File: src/rtl/ifetch_unit.sv
// Instruction fetch unit: single-outstanding memory request, 2-entry {pc, instr} buffer, redirect flush.
// Optional feature: define IFETCH_PERF_CNT_EN to add the fetch_count output.
module ifetch_unit (
    input  logic        clk,
    input  logic        reset,
    input  logic [0:31] pc_addr,
    input  logic        redirect,
    output logic        pc_advance,
    output logic        imem_req,
    output logic [31:0] imem_addr,
    input  logic        imem_ack,
    input  logic [31:0] imem_rdata,
    output logic        inst_valid,
    output logic [31:0] inst_data,
    output logic [31:0] inst_pc,
    input  logic        inst_ready
`ifdef IFETCH_PERF_CNT_EN
    ,
    output logic [31:0] fetch_count
`endif
);

    localparam int unsigned XLEN  = 32;
    localparam int unsigned CNT_W = 2;
    localparam int unsigned DEPTH = 2;

    typedef enum logic [1:0] {
        S_IDLE  = 2'd0,
        S_REQ   = 2'd1,
        S_DRAIN = 2'd2
    } state_t;

    state_t             r_state;
    state_t             w_state_nxt;

    logic [CNT_W-1:0]   r_count;
    logic [CNT_W-1:0]   w_count_nxt;
    logic               w_issue;
    logic               w_push;
    logic               w_pop;
    logic               w_push_head;

    logic               r_pc_advance;
    logic               r_imem_req;
    logic [XLEN-1:0]    r_imem_addr;
    logic               r_inst_valid;
    logic [XLEN-1:0]    r_head_pc;
    logic [XLEN-1:0]    r_head_data;
    logic [XLEN-1:0]    r_tail_pc;
    logic [XLEN-1:0]    r_tail_data;

    // State register
    always_ff @(posedge clk or negedge reset) begin
        if (!reset) begin
            r_state <= S_IDLE;
        end else begin
            r_state <= w_state_nxt;
        end
    end

    // Next state, issue/push/pop decisions and next buffer occupancy
    always_comb begin
        w_state_nxt = r_state;
        w_issue     = 1'b0;
        w_push      = 1'b0;
        w_pop       = r_inst_valid & inst_ready & ~redirect;
        w_count_nxt = r_count;

        case (r_state)
            S_IDLE: begin
                if (!redirect && (r_count < CNT_W'(DEPTH))) begin
                    w_issue     = 1'b1;
                    w_state_nxt = S_REQ;
                end
            end
            S_REQ: begin
                if (imem_ack) begin
                    w_state_nxt = S_IDLE;
                    w_push      = ~redirect;
                end else if (redirect) begin
                    w_state_nxt = S_DRAIN;
                end
            end
            S_DRAIN: begin
                if (imem_ack) begin
                    w_state_nxt = S_IDLE;
                end
            end
            default: begin
                w_state_nxt = S_IDLE;
            end
        endcase

        // A flush drops everything, including a head that decode was taking this edge
        if (redirect) begin
            w_count_nxt = CNT_W'(0);
        end else if (w_push && !w_pop) begin
            w_count_nxt = r_count + CNT_W'(1);
        end else if (!w_push && w_pop) begin
            w_count_nxt = r_count - CNT_W'(1);
        end

        w_push_head = (r_count == CNT_W'(0)) || ((r_count == CNT_W'(1)) && w_pop);
    end

    // Memory request, PC advance and buffer storage
    always_ff @(posedge clk or negedge reset) begin
        if (!reset) begin
            r_pc_advance <= 1'b0;
            r_imem_req   <= 1'b0;
            r_imem_addr  <= '0;
            r_count      <= '0;
            r_inst_valid <= 1'b0;
            r_head_pc    <= '0;
            r_head_data  <= '0;
            r_tail_pc    <= '0;
            r_tail_data  <= '0;
        end else begin
            r_pc_advance <= w_issue;
            r_imem_req   <= (w_state_nxt != S_IDLE);
            r_count      <= w_count_nxt;
            r_inst_valid <= (w_count_nxt != CNT_W'(0));
            if (w_issue) begin
                r_imem_addr <= pc_addr;
            end
            if (w_pop) begin
                r_head_pc   <= r_tail_pc;
                r_head_data <= r_tail_data;
            end
            // Push after the pop shift so a simultaneous push/pop lands behind the survivor
            if (w_push) begin
                if (w_push_head) begin
                    r_head_pc   <= r_imem_addr;
                    r_head_data <= imem_rdata;
                end else begin
                    r_tail_pc   <= r_imem_addr;
                    r_tail_data <= imem_rdata;
                end
            end
        end
    end

`ifdef IFETCH_PERF_CNT_EN
    logic [XLEN-1:0] r_fetch_count;

    // Counts accepted responses only; drained words never reach w_push
    always_ff @(posedge clk or negedge reset) begin
        if (!reset) begin
            r_fetch_count <= '0;
        end else if (w_push) begin
            r_fetch_count <= r_fetch_count + XLEN'(1);
        end
    end

    assign fetch_count = r_fetch_count;
`endif

    assign pc_advance = r_pc_advance;
    assign imem_req   = r_imem_req;
    assign imem_addr  = r_imem_addr;
    assign inst_valid = r_inst_valid;
    assign inst_data  = r_head_data;
    assign inst_pc    = r_head_pc;

endmodule

File: config.mk
export PLATFORM = sky130hd
export DESIGN_NAME = ifetch_unit
export DESIGN_NICKNAME = d
export VERILOG_FILES = /design/src/rtl/ifetch_unit.sv
export SDC_FILE = /design/constraint.sdc
export NUM_CORES = 1
export LEC_CHECK = 0
export CAP_MARGIN = 30
export CELL_PAD_IN_SITES_DETAIL_PLACEMENT = 0
export CELL_PAD_IN_SITES_GLOBAL_PLACEMENT = 1
export CORE_ASPECT_RATIO = 1.75
export CORE_MARGIN = 2
export CORE_UTILIZATION = 43
export CTS_BUF_LIST = sky130_fd_sc_hd__clkbuf_8
export CTS_CLUSTER_DIAMETER = 150
export CTS_CLUSTER_SIZE = 24
export DETAILED_ROUTE_END_ITERATION = 7
export PLACE_DENSITY_LB_ADDON = 0.05
export SETUP_SLACK_MARGIN = 0.2
export SYNTH_ARGS = -nofsm -noshare
export SYNTH_HDL_FRONTEND = slang
export SYNTH_SLANG_ARGS = --single-unit
File: constraint.sdc
create_clock -name clk -period 2.5 [get_ports clk]
set_input_delay 0.625 -clock clk [delete_from_list [all_inputs] [get_ports clk]]
set_output_delay 0.625 -clock clk [all_outputs]
set_load 0.05 [all_outputs]
==> results of run 1 <==
logic make-up (layout without fill, tap and decap cells):
family / count (synthesis) / in the layout
compound gates: 13 / 13
mux: 224 / 224
simple gates: 14 / 14
fa+ha+maj: 2 / 2
flops: 167 / 167
xor+xnor: 1 / 1
buf+inv: 27 / 222
metrics by stage:
step                power (mW)  hold slack, ns  setup slack, ns
floorplan                 8.68           0.329            0.399
global placement          10.6           0.487           -0.139
detailed placement        10.7           0.494           -0.182
CTS                       12.6          0.0787            0.205
global route              13.0          0.0862            0.203
finish                    12.3           0.106            0.277
placed cells by master, fill, tap and decap left out, types with 2 or more instances in the layout:
| cell type | Yosys | routed |
|---|---|---|
| sky130_fd_sc_hd__dfrtp_1 | 167 | 167 |
| sky130_fd_sc_hd__clkdlybuf4s50_1 | 0 | 74 |
| sky130_fd_sc_hd__a21oi_1 | 5 | 5 |
| sky130_fd_sc_hd__inv_6 | 0 | 4 |
| sky130_fd_sc_hd__dlymetal6s2s_1 | 0 | 40 |
| sky130_fd_sc_hd__mux2_2 | 164 | 164 |
| sky130_fd_sc_hd__inv_8 | 0 | 2 |
| sky130_fd_sc_hd__bufinv_16 | 0 | 2 |
| sky130_fd_sc_hd__mux2_4 | 60 | 60 |
| sky130_fd_sc_hd__clkinv_4 | 0 | 4 |
| sky130_fd_sc_hd__inv_1 | 2 | 2 |
| sky130_fd_sc_hd__dlygate4sd2_1 | 0 | 52 |
| sky130_fd_sc_hd__clkbuf_8 | 0 | 19 |
| sky130_fd_sc_hd__nand3b_1 | 2 | 2 |
| sky130_fd_sc_hd__nor2_1 | 3 | 3 |
| sky130_fd_sc_hd__ha_1 | 2 | 2 |
| sky130_fd_sc_hd__buf_4 | 1 | 11 |
| sky130_fd_sc_hd__buf_12 | 6 | 10 |
routing by layer:
layer  track usage  part of all wire
met5             0                 0
met4        0.0576             0.011
met3        0.0482             0.050
met2         0.300              0.54
met1         0.210              0.40
layout make-up:
cell class / count / area (µm²)
fillers: 1412 / 7050
flip-flops and latches: 167 / 4180
multi-input cells: 254 / 3020
repair buffers: 188 / 1990
well taps: 227 / 284
clock buffers: 19 / 262
clock inverters: 13 / 160
inverters: 2 / 7.51
how the worst max path moves through the flow:
stage                        from              end  slack (ns)  cells past startpoint
global placement         imem_ack  r_tail_data[31]       -0.14                      5
finish              inst_data[18]    inst_data[18]        0.28                      1
CTS                   inst_pc[15]      inst_pc[15]        0.20                      1
detailed placement       imem_ack  r_tail_data[31]       -0.18                      5
floorplan                redirect  r_tail_data[10]        0.40                      7
global route        inst_data[16]    inst_data[16]        0.20                      1
sequential cells by signal, summed over array words and instances (netlist names), 2 cells and up:
name,cells
imem_addr,32
inst_data,32
inst_pc,32
r_tail_data,32
r_tail_pc,32
r_count,2
r_state,2
where the power goes:
group | internal [mW] | switching (mW) | leakage (nW)
clock network | 0.974 | 1.02 | 0.212
registers | 3.81 | 0.675 | 2.08
logic | 2.50 | 3.35 | 2.59
==> results.txt, run 1 <==
----------------------------------------------------
[Run status]
  Run status ... complete, no violations

[CTS]
  Count of hold buffers inserted by post-cts repair ... 0
  Sinks on Clock Net ... between 150 and 200
  Clock tree from TritonCTS ... yes
  Htree depth ... 4
  Post-CTS clock slew at the launch and capture registers of the worst setup and hold paths ... about 0.090 ns
  CTS resizes ... 52
  CTS root buffer ... sky130_fd_sc_hd__clkbuf_8
  Buffer levels on the longest clock path ... 2
  Number of clock buffers inserted by TritonCTS ... 17
  Clock latency on the worst-skew pair ... 0.44 ns
  Post-CTS Setup Inserts ... 0

[Synth]
  Ys async rst share ... 1.00
  Simple-gate portion of the synthesized area ... 0.0143
  Most frequently used cell type in the post-synthesis netlist ... sky130_fd_sc_hd__dfrtp_1
  Cell count after synthesis ... about 450
  Count of different cell masters after synthesis ... 30
  Register bit total from synthesis ... around 170
  Compound-cell area share of the yosys netlist ... 0.0118
  Proportion of synthesized chip area in sequential cells ... 0.561
  Syn Std Cell Area ... around 7400 µm²
  Library cell occupying the most area in the post-synthesis netlist ... sky130_fd_sc_hd__dfrtp_1
  Syn Area/Cell ... between 15 and 20 µm²
  XOR/XNOR Fraction of Synth Area ... 0.00303
  Number of warnings reported in the yosys synthesis log ... 0
  Top cells by area, synth ... sky130_fd_sc_hd__dfrtp_1, sky130_fd_sc_hd__mux2_2, sky130_fd_sc_hd__mux2_4
  Combinational family with the most area after synthesis ... multiplexers
  Count of flip-flops with a built-in enable after synthesis ... 0
  Mux cell area share after synthesis ... 0.369
  Area fraction of the dominant cell type after synthesis ... 0.561
  Most numerous cell types in the synthesized netlist ... sky130_fd_sc_hd__dfrtp_1, sky130_fd_sc_hd__mux2_2, sky130_fd_sc_hd__mux2_4, sky130_fd_sc_hd__buf_2, sky130_fd_sc_hd__buf_6
  Flip-flop cell with the highest count after synthesis ... sky130_fd_sc_hd__dfrtp_1
  Syn Nets ... roughly 520
  Adder and majority cell fraction of the synthesized area ... 0.00336

[Detailed routing]
  Routed WL ... approximately 15,000 µm
  Count of unresolved DRC violations after routing ... 0
  DRC marker count from the first detailed-route iteration ... 76
  Count of vias placed by the detailed router ... between 4,000 and 5,000
  Number of nets with antenna violations after routing ... 0
  Router iterations before antenna repair ... 4
  Final routed wire length divided by cell count ... ~17 µm
  Number of vias per cell after detailed routing ... about 4.9

[Hold path]
  Tightest Hold Check Type ... in -> async

[Floorplanning]
  Die Area ... 18,400 µm²
  Top-Level Pins ... 168
  Die height ... between 150 and 200 µm
  Placeable core area ... ~17,000 µm²
  Initial cell density of the core ... 0.439
  Die X ... 103 µm
  Row count ... 63

[STA]
  Final setup violation count ... 0
  Worst slew slack as a fraction of its limit ... 0.626
  Share of the cycle needed by the critical path after routing ... 0.889
  Unrepaired setup endpoints after global routing ... false
  Final-report hold violation count ... 0
  Final Max Tran Viols ... 0
  Setup Skew ... 0.0102 ns
  Time the worst path needs with I/O delays and setup ... approximately 2.2 ns
  Transition time of the tightest slew-check pin ... roughly 0.56 ns
  Setup TNS ... 0 ns
  Max Clock Freq ... 450 MHz

[Setup path]
  Cell count of the worst reg-to-reg path ... 6
  Critical path type ... reg -> out
  Endpoint type of the worst setup path ... primary output
  WP data arrival ... 1.60 ns
  Reg-to-Reg Start ... r_count[1]
  Data required time of the critical path ... 1.88 ns
  Cell with the largest stage delay on the worst path ... sky130_fd_sc_hd__clkdlybuf4s50_1
  Critical Path Max Stage Delay ... roughly 0.80 ns
  Worst reg2reg endpoint ... r_tail_data[31]
  Max FO, Critical Path ... 2
  Critical path, cell by cell ... clkdlybuf4s50_1
  CP startpoint kind ... flop
  Worst reg-to-reg setup slack ... about 0.4 ns
  Top Family by Delay on Critical Path ... buffers and inverters
  Critical path buffers and inverters ... 1

[Placed design]
  Quantity of I/O buffers inserted on ports ... approximately 170
  Placed Cells ... 838
  Weighted congestion at the end of routability-driven global placement ... between 0.7 and 0.8
  Detailed-placement wirelength estimate ... 10,600 µm
  Post-placement cell area ... roughly 9400 µm²

[Finish]
  Fraction of final layout cells sized beyond drive strength 1 ... 0.443
  Finished Cell Area ... slightly below 10,000 µm²
  Nets@finish ... 701
  Post-route non-filler standard cell count ... 870
  Number of antenna diodes ... 0
  Area growth, synth to finish ... 33.0%
  Utilization after layout ... 0.584

[Power]
  Peak VDD IR ... approximately 640 µV
  Power per Cell Area ... roughly 1200 nW/µm²
  P_leak ... slightly below 5 nW

[Global routing]
  Total congestion overflow after global routing ... 0
  Number of antenna violations at the first check in global routing ... 0
  Number of global-route vias before repair ... 4,657
  Total global-route track usage ... 0.175
  Largest net degree at the start of global routing ... between 40 and 50
  Global-route wire length before repair ... 24,400 µm

[Flow run]
  Maxcap violations ... 0

----------------------------------------------------
Note: power is estimated with default switching activity, not from simulation.
==> inputs of run 2 (changes only) <==
Settings changed: CAP_MARGIN 30 to not set, CORE_UTILIZATION 43 to 34, REMOVE_ABC_BUFFERS set to 1.
==> results.txt, run 2 (synthesis results as in run 1) <==
----------------------------------------------------
[Placed design]
  Placed Cells ... 908 (+8.4%)
  Setup slack at placement ... -0.172 ns (+0.00939 ns)
  Post-placement cell area ... 9590 µm² (+1.7%)
  Weighted congestion at the end of routability-driven global placement ... 0.691 (-5.5%)
  Detailed-placement wirelength estimate ... 11,600 µm (+9.3%)
  Quantity of I/O buffers inserted on ports ... 167 (unchanged)

[Global routing]
  Total congestion overflow after global routing ... 0 (unchanged)
  Number of antenna violations at the first check in global routing ... 0 (unchanged)
  Number of global-route vias before repair ... 4,863 (+4.4%)
  Global-route wire length before repair ... 26,600 µm (+8.9%)
  Largest net degree at the start of global routing ... 60 (+22%)
  Total global-route track usage ... 0.152 (-0.0228)

[Finish]
  Area growth, synth to finish ... 34.5%
  Finished Cell Area ... 10,000 µm² (+1.1%)
  Nets@finish ... 706 (+0.71%)
  Fraction of final layout cells sized beyond drive strength 1 ... 0.440 (-0.00274)
  Most frequent cells in the layout ... sky130_fd_sc_hd__dfrtp_1, sky130_fd_sc_hd__mux2_2, sky130_fd_sc_hd__clkdlybuf4s50_1
  Utilization after layout ... 0.466 (-0.119)
  Number of antenna diodes ... 0 (unchanged)
  Most common cell after layout, fill and taps aside ... sky130_fd_sc_hd__dfrtp_1
  Post-route non-filler standard cell count ... 939 (+7.9%)

[STA]
  Final WS setup ... 0.260 ns (-0.0171 ns)
  Setup TNS ... 0 ns (unchanged)
  Final Max Tran Viols ... 0 (unchanged)
  Max Clock Freq ... 446 MHz (-0.76%)
  Final-report hold violation count ... 0 (unchanged)
  Unrepaired setup endpoints after global routing ... false
  Setup Skew ... 0.00692 ns (-0.00332 ns)
  Final setup violation count ... 0 (unchanged)
  Worst slew slack as a fraction of its limit ... 0.628 (+0.00121)
  Time the worst path needs with I/O delays and setup ... 2.24 ns (+0.0171 ns)
  Transition time of the tightest slew-check pin ... 0.561 ns (-0.00182 ns)
  Share of the cycle needed by the critical path after routing ... 0.896 (+0.00682)

[Setup path]
  Endpoint type of the worst setup path ... primary output
  Max FO, Critical Path ... 2 (unchanged)
  Critical path type ... reg -> out
  Top Family by Delay on Critical Path ... buffers and inverters
  Data required time of the critical path ... 1.88 ns (about the same)
  Cell with the largest stage delay on the worst path ... sky130_fd_sc_hd__clkdlybuf4s50_1
  Critical Path Max Stage Delay ... 0.81 ns (about the same)
  Critical path buffers and inverters ... 1 (unchanged)
  Critical path, cell by cell ... clkdlybuf4s50_1
  WP data arrival ... 1.62 ns (+0.02 ns)
  CP startpoint kind ... flop

[CTS]
  Clock tree from TritonCTS ... yes
  Sinks on Clock Net ... 167 (unchanged)
  Number of clock buffers inserted by TritonCTS ... 17 (unchanged)
  Htree depth ... 4 (unchanged)
  Count of hold buffers inserted by post-cts repair ... 0 (unchanged)
  Clock latency on the worst-skew pair ... 0.46 ns (+0.02 ns)
  Post-CTS Setup Inserts ... 0 (unchanged)
  CTS root buffer ... sky130_fd_sc_hd__clkbuf_8
  Buffer levels on the longest clock path ... 2 (unchanged)
  CTS resizes ... 65 (+25%)
  Post-CTS clock slew at the launch and capture registers of the worst setup and hold paths ... 0.08 ns (about the same)

[Detailed routing]
  Final routed wire length divided by cell count ... 17.9 µm (+2.9%)
  Router iterations before antenna repair ... 4 (unchanged)
  Routed WL ... 16,800 µm (+11%)
  Number of nets with antenna violations after routing ... 0 (unchanged)
  Number of vias per cell after detailed routing ... 4.59 (-6.4%)
  DRC marker count from the first detailed-route iteration ... 109 (+43%)
  Count of vias placed by the detailed router ... 4,313 (+1.0%)
  Count of unresolved DRC violations after routing ... 0 (unchanged)

[Floorplanning]
  Placeable core area ... 21,500 µm² (+27%)
  Die Area ... 23,100 µm² (+26%)
  Die X ... 116 µm (+12%)
  Top-Level Pins ... 168 (unchanged)
  Row count ... 71 (+13%)
  Die height ... 200 µm (+12%)
  Initial cell density of the core ... 0.346 (-0.0930)

[Power]
  Power per Cell Area ... 1240 nW/µm² (-0.50%)
  P_leak ... 4.81 nW (-1.4%)
  Peak VDD IR ... 673 µV (+4.4%)

[Hold path]
  Tightest Hold Check Type ... in -> async

[Flow run]
  Maxcap violations ... 0 (unchanged)

[Run status]
  Run status ... complete, no violations

----------------------------------------------------
## run 2: changes by cell type in the layout (fill, tap and decap cells not counted), moves of 3 or more
cell / before / now
sky130_fd_sc_hd__dlymetal6s2s_1: 40 / 27
sky130_fd_sc_hd__dlygate4sd2_1: 52 / 65
sky130_fd_sc_hd__inv_6: 4 / 1
sky130_fd_sc_hd__buf_12: 10 / 13
sky130_fd_sc_hd__clkinv_2: 0 / 3
sky130_fd_sc_hd__inv_1: 2 / 5
sky130_fd_sc_hd__clkinv_4: 4 / 0
## run 2: cell type report
class	instances	area [µm²]
inverters	2	7.51
clock inverters	11	155
multi-input cells	254	3010
clock buffers	20	275
well taps	292	365
repair buffers	193	2020
flip-flops and latches	167	4180
fillers	2017	11500
## run 2: layer usage
layer / track usage / up-vias / wire length [µm]
li1: - / 1986 / -
met1: 0.170 / 2215 / 6500
met2: 0.278 / 102 / 9320
met3: 0.0441 / 10 / 818
met4: 0.0463 / 0 / 203
met5: 0 / - / 0
## run 2: path summary, 6_finish.rpt
kind	from	endpoint	slack [ns]	cells past startpoint
worst min-delay path	reset	inst_data[8]	0.10	1
min in group clk	r_tail_pc[31]	r_tail_pc[31]	0.51	1
worst max register to register	r_count[1]	r_tail_data[31]	0.39	7
max in group asynchronous	reset	r_tail_data[6]	1.70	2
worst max-delay path	inst_data[18]	inst_data[18]	0.26	1
worst min register to register	r_tail_pc[31]	r_tail_pc[31]	0.51	1
## run 2: stage by stage
stage,power (mW),hold WS (ns)
after floorplan,8.66,0.329
after global placement,10.6,0.486
after detailed placement,10.8,0.492
after CTS,12.7,0.0817
after global routing,13.1,0.0991
final,12.4,0.101
## run 2: power by group
part | leakage (nW) | total [mW] | switching, mW | internal [mW]
clock | 0.233 | 2.10 | 0.950 | 1.15
combinational | 2.50 | 5.81 | 3.35 | 2.45
sequential | 2.08 | 4.50 | 0.686 | 3.82
total | 4.81 | 12.4 | 4.99 | 7.42
